==> src/rtl/fetch_stage.sv <==
// fetch_stage: sequential PC generation, credit-limited imem requests, in-order response
// buffering and decode-side field split with redirect flush and stale-response dropping.
module fetch_stage #(
  parameter logic [31:0] RESET_PC = 32'h0000_0000,
  parameter int FIFO_DEPTH = 2
) (
  input  logic        clk,
  input  logic        rst,
  output logic        imem_req_valid,
  input  logic        imem_req_ready,
  output logic [31:0] imem_req_addr,
  input  logic        imem_rsp_valid,
  input  logic [31:0] imem_rsp_data,
  input  logic        redirect_valid,
  input  logic [31:0] redirect_pc,
  input  logic        stall,
  output logic        dec_valid,
  output logic [31:0] dec_pc,
  output logic [6:0]  opcode,
  output logic [2:0]  func3,
  output logic        f7,
  output logic [24:0] immSample
);
  localparam int AW = $clog2(FIFO_DEPTH);
  localparam int CW = $clog2(FIFO_DEPTH + 1);
  localparam logic [31:0] NOP = 32'h0000_0013;
  logic [31:0] r_pc, r_hold_pc;
  logic [CW-1:0] r_out, r_stale, r_cnt;
  logic [AW-1:0] r_wp, r_rp, r_qwp, r_qrp;
  logic [31:0] r_qpc [FIFO_DEPTH];
  logic [31:0] r_fpc [FIFO_DEPTH];
  logic [31:0] r_fdat [FIFO_DEPTH];
  logic w_empty, w_pop, w_acc, w_rsp, w_push;
  logic [CW:0] w_used;
  logic [CW-1:0] w_out_nx;
  logic [31:0] w_instr;
  // A head popped this cycle frees its slot, so credit counts it back to keep one instruction per cycle.
  always_comb begin
    w_empty = r_cnt == '0;
    w_pop = !w_empty && !stall;
    w_used = {1'b0, r_out} + {1'b0, r_cnt} - (CW+1)'(w_pop);
    imem_req_valid = !rst && !redirect_valid && (w_used < (CW+1)'(FIFO_DEPTH));
    imem_req_addr = r_pc;
    w_acc = imem_req_valid && imem_req_ready;
    w_rsp = imem_rsp_valid && r_out != '0;
    w_push = w_rsp && r_stale == '0 && !redirect_valid;
    w_out_nx = r_out + CW'(w_acc) - CW'(w_rsp);
    dec_valid = !w_empty;
    dec_pc = w_empty ? r_hold_pc : r_fpc[r_rp];
    w_instr = w_empty ? NOP : r_fdat[r_rp];
    opcode = w_instr[6:0];
    func3 = w_instr[14:12];
    f7 = w_instr[30];
    immSample = w_instr[31:7];
  end
  always_ff @(posedge clk or posedge rst) begin
    if (rst) begin
      r_pc <= RESET_PC;
      r_hold_pc <= RESET_PC;
      r_out <= '0;
      r_stale <= '0;
      r_cnt <= '0;
      r_wp <= '0;
      r_rp <= '0;
      r_qwp <= '0;
      r_qrp <= '0;
    end else begin
      r_out <= w_out_nx;
      if (w_acc) r_qwp <= r_qwp + AW'(1);
      if (w_rsp) r_qrp <= r_qrp + AW'(1);
      if (!w_empty) r_hold_pc <= r_fpc[r_rp];
      if (redirect_valid) begin
        r_pc <= redirect_pc & ~32'h3;
        r_stale <= w_out_nx;
        r_cnt <= '0;
        r_wp <= '0;
        r_rp <= '0;
      end else begin
        if (w_acc) r_pc <= r_pc + 32'd4;
        if (w_rsp && r_stale != '0) r_stale <= r_stale - CW'(1);
        if (w_push) r_wp <= r_wp + AW'(1);
        if (w_pop) r_rp <= r_rp + AW'(1);
        r_cnt <= r_cnt + CW'(w_push) - CW'(w_pop);
      end
    end
  end
  // Storage needs no reset: pointers and counts qualify every read.
  always_ff @(posedge clk) begin
    if (w_acc) r_qpc[r_qwp] <= r_pc;
    if (w_push) begin
      r_fpc[r_wp] <= r_qpc[r_qrp];
      r_fdat[r_wp] <= imem_rsp_data;
    end
  end
  a_credit: assert property (@(posedge clk) disable iff (rst)
    ({1'b0, r_out} + {1'b0, r_cnt}) <= (CW+1)'(FIFO_DEPTH));
  a_stale: assert property (@(posedge clk) disable iff (rst) r_stale <= r_out);
endmodule
==> config.mk <==
export PLATFORM = sky130hd
export DESIGN_NAME = fetch_stage
export DESIGN_NICKNAME = d
export VERILOG_FILES = /design/src/rtl/fetch_stage.sv
export SDC_FILE = /design/constraint.sdc
export NUM_CORES = 1
export LEC_CHECK = 0
export ABC_AREA = 1
export BUFFER_PORTS_ARGS = -buffer_cell sky130_fd_sc_hd__clkbuf_2
export CORE_MARGIN = 2
export CORE_UTILIZATION = 30
export CTS_CLUSTER_DIAMETER = 50
export DETAILED_ROUTE_END_ITERATION = 8
export GPL_ROUTABILITY_DRIVEN = 0
export GPL_TIMING_DRIVEN = 0
export PLACE_DENSITY = 0.5
export RECOVER_POWER = 100
export SETUP_SLACK_MARGIN = 0.1
export SYNTH_ARGS = -nofsm -noshare
export SYNTH_HDL_FRONTEND = slang
export SYNTH_SLANG_ARGS = --single-unit
==> constraint.sdc <==
create_clock -name clk -period 6.23 [get_ports clk]
set_input_delay 1.5575 -clock clk [delete_from_list [all_inputs] [get_ports clk]]
set_output_delay 1.5575 -clock clk [all_outputs]
set_load 0.02 [all_outputs]
Word level (Yosys, flattened, before mapping)
Memory sizes are Yosys's and may differ from the RTL's.
Index checks and enable logic that the tools add are counted.
Word-level totals
  register bits after elaboration: 74
  RAM bits: 192
  output and inout port bits: 102
  word-level logic and storage cells: 60
  memories kept: 3
Memory list
  r_fdat: words 2, width 32, read ports 1, clocked after Yosys merged registers in 0, wr ports 1, RTL line 32  | logic [31:0] r_fdat [FIFO_DEPTH];
  r_fpc: words 2, width 32, read ports 1, clocked after Yosys merged registers in 0, wr ports 1, RTL line 31  | logic [31:0] r_fpc [FIFO_DEPTH];
  r_qpc: words 2, width 32, read ports 1, clocked after Yosys merged registers in 0, wr ports 1, RTL line 30  | logic [31:0] r_qpc [FIFO_DEPTH];
Operators by class
  $add $sub $neg: 12
  magnitude comparators: 1
  multiplexer cells: 15
  reductions and logical operators: 20
Operators by type and width (number)
  32-bit two-way mux: 4
  32-bit by 3-bit adder with 32-bit output (second input constant): 1
  2-bit nonzero test: 6
  1-bit logical AND: 8
  1-bit two-way mux: 8
  2-bit two-way mux: 3
  1-bit adder (second input constant): 4
  2-bit by 1-bit adder with 2-bit output: 2
  1-bit logical NOT: 4
  2-bit logical NOT: 2
  2-bit by 1-bit subtractor with 2-bit output: 2
  2-bit by 2-bit adder with 3-bit output: 1
  3-bit by 2-bit < comparator with 1-bit output (second input constant): 1
  3-bit by 1-bit subtractor with 3-bit output: 1
  2-bit by 1-bit subtractor with 2-bit output (second input constant): 1

Depth between registers and ports, before layout
  word-level depth: 10
  mapped depth: 16

Least setup slack after synthesis
No wires, ideal clock.
  path type: in2reg
  start: input port redirect_valid
  end: memory r_fdat[1][0] (enable)
  setup time: 558 ps
  arrival time: 6380 ps
  data required time: 5672 ps
  path slack: -709 ps
  stages: 5
  cell sequence: buf_6 -> inv_6 -> clkbuf_1 -> nand2_1 -> nor3_1
Between the ends
  cells in the longest elaborated chain, start to end: 4
Ends and longest elaborated chain
  from (decl): RTL line 14  | input logic redirect_valid,
  1-bit logical NOT: RTL line 46  | w_push = w_rsp && r_stale == '0 && !redirect_valid;
  1-bit logical AND: RTL line 46
  1-bit two-way mux: RTL line 90  | if (w_push) begin
  1-bit two-way mux (not written as such): RTL line 92  | r_fdat[r_wp] <= imem_rsp_data;
  to (decl): RTL line 32
Every way passes these cells.

Worst setup path after layout
  start: input port stall
  end: memory r_qpc[1][6] (enable)
Between the ends
  cells in the longest elaborated chain, start to end: 8
Ends and longest elaborated chain
  from (decl): RTL line 16  | input logic stall,
  1-bit logical NOT: RTL line 40  | w_pop = !w_empty && !stall;
  1-bit logical AND: RTL line 40
  3-bit by 1-bit subtractor with 3-bit output: RTL line 41  | w_used = {1'b0, r_out} + {1'b0, r_cnt} - (CW+1)'(w_pop);
  3-bit by 2-bit < comparator with 1-bit output: RTL line 42  | imem_req_valid = !rst && !redirect_valid && (w_used < (CW+1)'(FIFO_DEPTH));
  1-bit logical AND: RTL line 42
  1-bit logical AND: RTL line 44  | w_acc = imem_req_valid && imem_req_ready;
  1-bit two-way mux: RTL line 89  | if (w_acc) r_qpc[r_qwp] <= r_pc;
  1-bit two-way mux (not written as such): RTL line 89
  to (decl): RTL line 30
Every way passes these cells.

==> summary.md <==
| Metric | Value |
|---|---|
| M2 GR Usage | 0.241 |
| Status | complete, but fails checks |
| Clock latency on the worst-skew pair | 0.50 ns |
| Slew of the pin with the lowest slew margin | 2.39 ns |
| Synth area leader | edfxtp_1 |
| Post-synth ARST share | 0.281 |
| Die ar. | 37200 um^2 |
| Initial antenna violation count | 0 |
| Final Cycle Share | 0.809 |
| Relative slew slack | -0.597 |
| CTS HTree Levels | 2 |
| Clock skew | 0.0152 ns |
| Worst setup SP type | primary input |
| Peak supply drop | 206 uV |
| Reg clk slew, reported paths | 0.05 ns |
| Pwr Density | 470 nW/um^2 |
| Nets | 1295 |
| Adder-cell share of the synthesized area | 0.0100 |
| Mapped Cells | 1006 |
| Post-route ant nets | 0 |
| Layout cells sized above 1 | 0.107 |
| Sw Ratio | 0.383 |
| # diodes | 0 |
| Clock power frac | 0.299 |
| Clock Sinks | 256 |
| Syn_area_per_cell | 10.6 um^2 |
| XOR/XNOR share of the synthesized area | 0.0106 |
| WL per Instance | 15.7 um |
| Failing checks | max-capacitance violations, max-slew violations |
| Leakage | 5.16 nW |
| Top cells by area, synth | edfxtp_1 (52%), dfrtp_1 (17%), nand2_1 (12%) |
| Most frequent cell after synthesis | nand2_1 |
| Ys flop type | edfxtp_1 |
| Post-synth EDFFs | 184 |
| Top Usage Layer GRT | met2 |
| Pins over their slew limit | 177 |
| Final setup TNS | 0 ns |
| Worst endpoint required time | 6.33 ns |
| Mapped cell area | 10700 um^2 |
| Clk buf depth | 3 |
| Total GRT Usage | 0.144 |
| Post-synth top area share | 0.516 |
| GR met3 Demand/Resource | 0.0255 |
| Drt first pass iters | 5 |
| Fin. Hold Viols | 0 |
| Fmax | 0.198 GHz |
| Crit Path Max Fanout | 30 |
| Root buf cell | clkbuf_16 |
| Yosys warning count | 0 |
| Final setup violation count | 0 |
| Combinational share of power | 0.319 |
| Max-cap violation count | 6 |
| CTS resizes | 0 |
| Reg2Reg Setup Slack | 1.95 ns |
| Pin count of the biggest net entering global routing | 41 |
| Setup Crit Path Kind | in2reg |
| Arrival @ worst endpoint | 5.14 ns |
| Routed vias | 7353 |
| Post-synthesis mux area share | 0 |
| Hpwl dp | 18900 um |
| Area grow syn2layout | 21.7% |
| Multi-input gate area | 2870 um^2 |
| First-pass GRT wire length | 40600 um |
| Core area | 35400 um^2 |
| Netlist cell types | 32 |
| Synth Area in Compound Gates | 0.0499 |
| Final min period | 5.04 ns |
| # rows | 69 |
| Largest family of logic cells by synthesized area | simple AND/OR/NAND/NOR gates |
| Postcts setup bufs | 0 |
| Flop pwr share | 0.382 |
| RSZ-0062 raised after global routing | false |
| Number of buffers created by CTS | 35 |
| Reg area | 7330 um^2 |
| Io pins | 172 |
| Post-synthesis sequential element count | 256 |
| Met1 Track Usage GR | 0.191 |
| Final Util | 0.368 |
| # DRC | 0 |
| Vias in the first global route | 7180 |
| Starting DRT DRC Count | 356 |
| Simple-Gate Fraction of Synth Area | 0.201 |
| HP Class | reg2reg |
| Switch Pwr | 2.35 mW |
| DIE HEIGHT | 193 um |
| GR Overflow Total | 0 |
| Drt total wl | 26800 um |
| Port bufs | 166 |
| Critical path endpoint category | flop |
| Pint | 3.78 mW |
| DIE WIDTH | 193 um |
| Vias/cell | 4.32 |
| CTS tree | done |
| Most instantiated cells after synthesis | nand2_1 (346), edfxtp_1 (184), a21oi_1 (91) |
| Hold_buf cts | 0 |
| Fill count | 3588 |
| Register area share after synthesis | 0.684 |
| Initial Util | 0.303 |
state kept, by name, indices dropped and copies added, names as in the netlist:
signal / flops
r_fdat: 64
r_fpc: 60
r_qpc: 60
r_hold_pc: 32
imem_req_addr: 30
r_cnt: 2
r_out: 2
r_stale: 2
r_qrp: 1
r_qwp: 1
r_rp: 1
r_wp: 1
metrics by stage:
step / area (um^2) / worst slack [ns] / hold WS [ns] / power [mW] / std cells
after floorplan: 10700 / 1.01 / 0.460 / 3.66 / 1007
after global placement: 12100 / -1.33 / 0.473 / 4.46 / 1634
after detailed placement: 12300 / 1.54 / 0.475 / 4.49 / 1641
after CTS: 13400 / 1.53 / 0.483 / 6.36 / 1703
after global routing: 13000 / 0.856 / 0.508 / 6.55 / 1703
final: 13000 / 1.19 / 0.482 / 6.13 / 1703
cell families after synthesis:
logic type	after synthesis
other	1
adder cells (fa/ha/maj)	8
flip-flops	256
buffers and inverters	106
AND/OR/NAND/NOR	519
XOR/XNOR	13
AO/OA/AOI/OAI	103
worst max-delay path, stage by stage:
cell and delay (ns):
clkbuf_1 0.11, nor3_1 0.31, o21ai_0 0.16, fa_1 0.54, nand2_2 0.06, nor2_1 0.13, nand3_1 0.16, clkbuf_1 0.36
clkbuf_1 0.45, nor2_2 1.28
per-layer routing:
layer / routed length (um) / up-vias
met3: 1450 / 44
met2: 12600 / 196
met5: 0 / -
met1: 12100 / 3352
met4: 585 / 0
li1: - / 3761
worst paths after layout:
path                            cells after the start                      endpoint              startpoint
min in group asynchronous                           2  imem_req_addr[2]$_DFFE_PP0P_                     rst
worst min register to register                      2        r_hold_pc[1]$_DFF_PP0_  r_hold_pc[1]$_DFF_PP0_
worst max-delay path                               10         r_qpc[1][6]$_DFFE_PP_                   stall
max in group asynchronous                           3        r_hold_pc[1]$_DFF_PP0_                     rst
worst max register to register                      9         r_qpc[1][6]$_DFFE_PP_      r_cnt[0]$_DFF_PP0_
worst min-delay path                                2        r_hold_pc[1]$_DFF_PP0_  r_hold_pc[1]$_DFF_PP0_
area by class of cell:
class,count,area share
Timing Repair Buffer,173,0.0574
Clock buffer,46,0.0744
Multi-Input combinational cell,645,0.220
Buffer,46,0.0160
Inverter,60,0.0176
Sequential cell,256,0.562
Clock inverter,16,0.00854
Tap cell,461,0.0442
power by group through the flow:
stage / sequential (mW) / clock, mW / combinational, mW
after floorplan: 2.38 / 0 / 1.29
after global placement: 2.38 / 0 / 2.08
after detailed placement: 2.38 / 0 / 2.12
after CTS: 2.35 / 1.89 / 2.13
after global routing: 2.38 / 1.96 / 2.21
final: 2.34 / 1.83 / 1.95
cells in the final DEF, fill, tap and decap left out, drive strengths merged:
cell type,instances
clkbuf,251
dfrtp,72
nor2,83
o22ai,1
a21oi,91
ha,7
inv,55
fa,1
buf,14
edfxtp,184
clkinvlp,5
conb,2
nor3,2
nand4,2
xor2,6
clkinv,16
o21ai,4
xnor2,7
o21bai,7
or2,2
nand2,359
nand3,71
Note: power is estimated with default switching activity, not from simulation.
